`config.mk`:
```
export PLATFORM = sky130hd
export DESIGN_NAME = uart_copi_tx_fifo
export DESIGN_NICKNAME = d
export VERILOG_FILES = /design/src/rtl/uart_copi_tx_fifo.sv
export SDC_FILE = /design/constraint.sdc
export NUM_CORES = 1
export LEC_CHECK = 0
export BUFFER_PORTS_ARGS = -buffer_cell sky130_fd_sc_hd__buf_2
export CORE_ASPECT_RATIO = 0.75
export CORE_MARGIN = 2
export CORE_UTILIZATION = 55
export CTS_CLUSTER_SIZE = 14
export DETAILED_ROUTE_END_ITERATION = 6
export GPL_TIMING_DRIVEN = 0
export PLACE_DENSITY = 0.81
export SLEW_MARGIN = 20
export SYNTH_ARGS = -nofsm -noshare
export SYNTH_HDL_FRONTEND = slang
export SYNTH_SLANG_ARGS = --single-unit
export TNS_END_PERCENT = 100
```
`constraint.sdc`:
```
create_clock -name clk -period 4.3 [get_ports clk]
set_input_delay 1.29 -clock clk [delete_from_list [all_inputs] [get_ports clk]]
set_output_delay 1.29 -clock clk [all_outputs]
set_load 0.03 [all_outputs]
```
`src/rtl/uart_copi_tx_fifo.sv`:
```
// Parametrised UART transmitter for the COPI link: small input FIFO with a
// valid/ready handshake feeding a start/data/parity/stop serialiser.
module uart_copi_tx_fifo #(
   parameter int CLKS_PER_BIT = 4,
   parameter int DATA_BITS    = 8,
   parameter int PARITY       = 0,
   parameter int STOP_BITS    = 1,
   parameter int FIFO_DEPTH   = 4
) (
   input  logic                          clk,
   input  logic                          reset,
   input  logic [DATA_BITS-1:0]          tx_data,
   input  logic                          tx_valid,
   output logic                          tx_ready,
   output logic                          ser_data,
   output logic                          busy,
   output logic [$clog2(FIFO_DEPTH):0]   fifo_count,
   output logic                          overflow,
   output logic [2:0]                    state
);

   localparam int AW = $clog2(FIFO_DEPTH);
   localparam int CW = AW + 1;
   localparam int PW = $clog2(CLKS_PER_BIT + 1);
   localparam int BW = $clog2(DATA_BITS + 1);

   localparam logic [CW-1:0] FULL_COUNT  = CW'(FIFO_DEPTH);
   localparam logic [PW-1:0] PERIOD_LAST = PW'(CLKS_PER_BIT - 1);
   localparam logic [BW-1:0] DATA_LAST   = BW'(DATA_BITS - 1);
   localparam logic [BW-1:0] STOP_LAST   = BW'(STOP_BITS - 1);

   typedef enum logic [2:0] {
      ST_IDLE   = 3'd0,
      ST_START  = 3'd1,
      ST_DATA   = 3'd2,
      ST_PARITY = 3'd3,
      ST_STOP   = 3'd4
   } state_t;

   state_t                cur_state, nxt_state;
   logic [DATA_BITS-1:0]  mem [FIFO_DEPTH];
   logic [AW-1:0]         wr_ptr, rd_ptr;
   logic [CW-1:0]         count;
   logic                  push, pop, load, fifo_empty;
   logic [DATA_BITS-1:0]  head;
   logic [DATA_BITS-1:0]  shift_reg, shift_nxt;
   logic                  parity_reg, parity_nxt;
   logic [PW-1:0]         period_cnt, period_nxt;
   logic [BW-1:0]         bit_cnt, bit_nxt;
   logic                  line_level;

   function automatic logic calc_parity(input logic [DATA_BITS-1:0] d);
      return (PARITY == 1) ? ~^d : ^d;
   endfunction

   assign fifo_empty = (count == '0);
   assign tx_ready   = (count < FULL_COUNT);
   assign push       = tx_valid && tx_ready;
   assign overflow   = tx_valid && !tx_ready;
   assign head       = mem[rd_ptr];
   assign fifo_count = count;
   assign busy       = (cur_state != ST_IDLE) || !fifo_empty;
   assign state      = cur_state;

   // NOTE: the storage array has no reset; only the pointers and count say what is valid.
   always_ff @(posedge clk) begin
      if (push) mem[wr_ptr] <= tx_data;
   end

   // NOTE: sequential state uses non-blocking assignments so every register samples pre-edge values.
   always_ff @(posedge clk or posedge reset) begin
      if (reset) begin
         wr_ptr <= '0;
         rd_ptr <= '0;
         count  <= '0;
      end else begin
         if (push) wr_ptr <= wr_ptr + AW'(1);
         if (pop)  rd_ptr <= rd_ptr + AW'(1);
         case ({push, pop})
            2'b10:   count <= count + CW'(1);
            2'b01:   count <= count - CW'(1);
            default: count <= count;
         endcase
      end
   end

   always_ff @(posedge clk or posedge reset) begin
      if (reset) begin
         cur_state  <= ST_IDLE;
         shift_reg  <= '0;
         parity_reg <= 1'b0;
         period_cnt <= '0;
         bit_cnt    <= '0;
         ser_data   <= 1'b1;
      end else begin
         cur_state  <= nxt_state;
         shift_reg  <= shift_nxt;
         parity_reg <= parity_nxt;
         period_cnt <= period_nxt;
         bit_cnt    <= bit_nxt;
         ser_data   <= line_level;
      end
   end

   // NOTE: every output of this block gets a default first so no latch can be inferred.
   always_comb begin
      nxt_state  = cur_state;
      shift_nxt  = shift_reg;
      parity_nxt = parity_reg;
      period_nxt = period_cnt;
      bit_nxt    = bit_cnt;
      load       = 1'b0;
      pop        = 1'b0;

      if (cur_state == ST_IDLE) begin
         load = !fifo_empty;
      end else if (period_cnt != PERIOD_LAST) begin
         period_nxt = period_cnt + PW'(1);
      end else begin
         period_nxt = '0;
         case (cur_state)
            ST_START: begin
               nxt_state = ST_DATA;
               bit_nxt   = '0;
            end
            ST_DATA: begin
               shift_nxt = shift_reg >> 1;
               if (bit_cnt == DATA_LAST) begin
                  bit_nxt   = '0;
                  nxt_state = (PARITY != 0) ? ST_PARITY : ST_STOP;
               end else begin
                  bit_nxt = bit_cnt + BW'(1);
               end
            end
            ST_PARITY: begin
               nxt_state = ST_STOP;
               bit_nxt   = '0;
            end
            ST_STOP: begin
               // Popping on the last stop cycle keeps back-to-back frames gapless.
               if (bit_cnt == STOP_LAST) begin
                  load      = !fifo_empty;
                  nxt_state = ST_IDLE;
               end else begin
                  bit_nxt = bit_cnt + BW'(1);
               end
            end
            default: nxt_state = ST_IDLE;
         endcase
      end

      if (load) begin
         pop        = 1'b1;
         shift_nxt  = head;
         parity_nxt = calc_parity(head);
         period_nxt = '0;
         bit_nxt    = '0;
         nxt_state  = ST_START;
      end
   end

   always_comb begin
      case (cur_state)
         ST_START:  line_level = 1'b0;
         ST_DATA:   line_level = shift_reg[0];
         ST_PARITY: line_level = parity_reg;
         default:   line_level = 1'b1;
      endcase
   end

endmodule
```
==> impl_metrics.yaml <==
run_status:
  status: "finished clean"
setup_path:
  critPathArrivalTime_ps: 1860
  path_max_fanout: 10
  path_class: "flop to output pin"
  r2r_slack_ps: 1540
  end_kind: "output pin"
  start_kind: "flop"
  required_ps: 3010
placed_design:
  port_buffers: 20
  placed_area_sq_mm: 0.002974
  dp_hpwl_um: 3288
  gp_routability_congestion: 0.8408
global_route:
  grt_overflow: 0
  track_usage: 0.1947
  grt_first_pass_wirelength_um: 8086
  antenna_found_initial: 0
  grt_max_degree: 28
  grt_pass1_vias: 1675
power:
  leakagePower_nw: 1.260
  ir_worst_vdd_uv: 433.4
  power_mw: 2.505
  cellPowerDensity_mw_per_mm2: 793.1
logic_synthesis:
  syn-cell-area_sq_mm: 0.002799
  yosysSeqAreaShare: 0.5852
  syn_nets: 222
  synth_cells: 202
  ys_seq_elements: 59
  synthArstFlopShare: 0.4576
  ys.flop_type: "edfxtp_1"
  ys_types: 48
  synth-edff-count: 32
  syn_area_per_cell_sq_um: 13.86
  yosysWarnings: 0
floorplanning:
  core_area_sq_mm: 0.004900
  floorplan.die_area_sq_mm: 0.005681
  row_count: 22
  io-pin-count: 21
  initial_core_util: 0.5712
  die_w_um: 86.37
  die_y_um: 65.78
cts:
  clkLatencyLatePin_ps: 330
  path_clk_slew_ps: 60
  cts_tree: "done"
  postCtsSetupRepairBufs: 0
  cts-root-buf: "clkbuf_8"
  cts_made_buffers: 9
  cts_resized: 0
  hold_buffers: 0
  cts.sinks: 59
  clockBufferDepth: 2
  ctsHtreeMaxLevel: 3
timing:
  post-route-min-period_ps: 3153
  finalCritPeriodShare: 0.7333
  max-slew-margin-rel: 0.5453
  fmax_mhz: 317.1
  worst_pin_slew_ps: 682.0
  setup_viol: 0
  slew_violations: 0
  setup_tns_ps: 0
  rsz0062_at_grt: "false"
  hold_viol_final: 0
  finClkSkew_ps: 6.208
worst_hold_path:
  min_path_type: "flop to flop"
detailed_routing:
  wl_per_cell_um: 16.17
  via_per_inst: 5.607
  wirelength_um: 4819
  dr.first_iter.drc_count: 118
  via_count: 1671
  final_antenna_net_count: 0
  drc_errors: 0
  dr.pass1.iters: 4
final_layout:
  antenna_cells: 0
  final_area_sq_mm: 0.003158
  nFillCells: 365
  drive_above_1_share: 0.2857
  largest_reg_flops: 32
  syn_to_final_growth_pct: 12.83
  design.final.nets: 253
flow_run:
  max_cap_violations: 0
==> placed cells by master (no fill, tap or decap), types with 4 or more instances in the layout <==
master    synthesis  routed
nand2_1          12      12
and2_1            6       6
nand3_1           5       5
nor2b_1           5       5
clkbuf_1          3       4
dfrtp_1          26      26
mux4_2            8       8
mux2_2            8       8
clkbuf_8          0       9
nor2_1            7       7
ha_1              8       8
mux2_4            6       6
edfxtp_1         32      32
xnor2_1          12      12
buf_2             0      20
o21ai_1           6       6
o21ai_0           4       4
inv_1            16      15
==> path summary, 6_finish.rpt <==
kind,depth (start not counted),start,endpoint
hold / removal,2,period_cnt[1],period_cnt[1]
setup reg to reg,13,bit_cnt[0],fifo_count[2]
min in group asynchronous,2,reset,fifo_count[2]
max in group asynchronous,2,reset,shift_reg[5]
setup / recovery,5,state[1],busy
hold reg to reg,2,period_cnt[1],period_cnt[1]
==> stage by stage <==
step           hold WS, ps  setup WS [ps]    util  std cells
2_1_floorplan        453.8           1439       -        202
3_3_place_gp         472.7           1320  0.6070        282
3_5_place_dp         481.1           1315  0.6070        282
4_1_cts              503.9           1138  0.6445        298
5_1_grt              524.6           1024  0.6445        298
6_report             507.1           1147  0.6445        298
==> synth_stat cells (all sizes together) (2+ instances only) <==
| master | count | share of area |
|---|---|---|
| nor2b | 5 | 0.011 |
| clkbuf | 4 | 0.0058 |
| dfrtp | 26 | 0.23 |
| and2 | 6 | 0.013 |
| o21ai | 11 | 0.021 |
| nand2 | 12 | 0.016 |
| edfxtp | 32 | 0.34 |
| inv | 17 | 0.023 |
| a22oi | 2 | 0.0054 |
| nand3 | 6 | 0.013 |
| nor2 | 8 | 0.013 |
| nor3 | 2 | 0.0036 |
| xnor2 | 12 | 0.038 |
| mux2 | 14 | 0.064 |
| buf | 3 | 0.013 |
| o31ai | 3 | 0.0080 |
| ha | 8 | 0.036 |
| nand2b | 2 | 0.0045 |
| nand3b | 2 | 0.0054 |
| mux4 | 8 | 0.064 |
==> power by group <==
part,switching [mW],total (mW),internal (mW)
clock network,0.215,0.478,0.262
logic,0.619,1.16,0.543
registers,0.0979,0.864,0.766
total,0.932,2.50,1.57
==> cells by family (layout without fill, tap and decap cells) <==
logic type,after synthesis,after routing,share of synthesized area
xor gates and xnor gates,13,13,0.04068
buffers and inverters,24,60,0.04112
and+or+nand+nor,47,47,0.09254
AOI/OAI and AO/OA,27,27,0.06527
DFF,59,59,0.5852
muxes,23,23,0.1323
adders and majority gates,9,9,0.04292
==> routing by layer <==
| metal | share of wire | wire length (um) | track usage | vias to the layer above |
|---|---|---|---|---|
| met1 | 0.47 | 2246 | 0.2575 | 816 |
| met2 | 0.47 | 2266 | 0.3048 | 52 |
| met3 | 0.042 | 204 | 0.05993 | 12 |
| met4 | 0.021 | 102 | 0.07617 | 0 |
| met5 | 0 | 0 | 0 | - |
| li1 | - | - | - | 791 |
==> cell type report <==
| cell class | count | area [sq um] | area share |
|---|---|---|---|
| flip-flops and latches | 59 | 1638 | 0.5186 |
| clock inverters | 6 | 56.30 | 0.01783 |
| clock buffers | 10 | 127.6 | 0.04041 |
| multi-input cells | 119 | 1046 | 0.3312 |
| well taps | 60 | 75.07 | 0.02377 |
| plain buffers | 7 | 51.30 | 0.01624 |
| inverters | 17 | 63.81 | 0.02021 |
| repair buffers | 20 | 100.1 | 0.03170 |
==> worst max-delay path, stage by stage, from the launching register on <==
cell and delay [ps]:
dfrtp_1 410, clkbuf_1 230, nor3_1 420, and2_1 250
inv_1 50, buf_2 170
No activity file was read; power rests on OpenSTA's default activity.
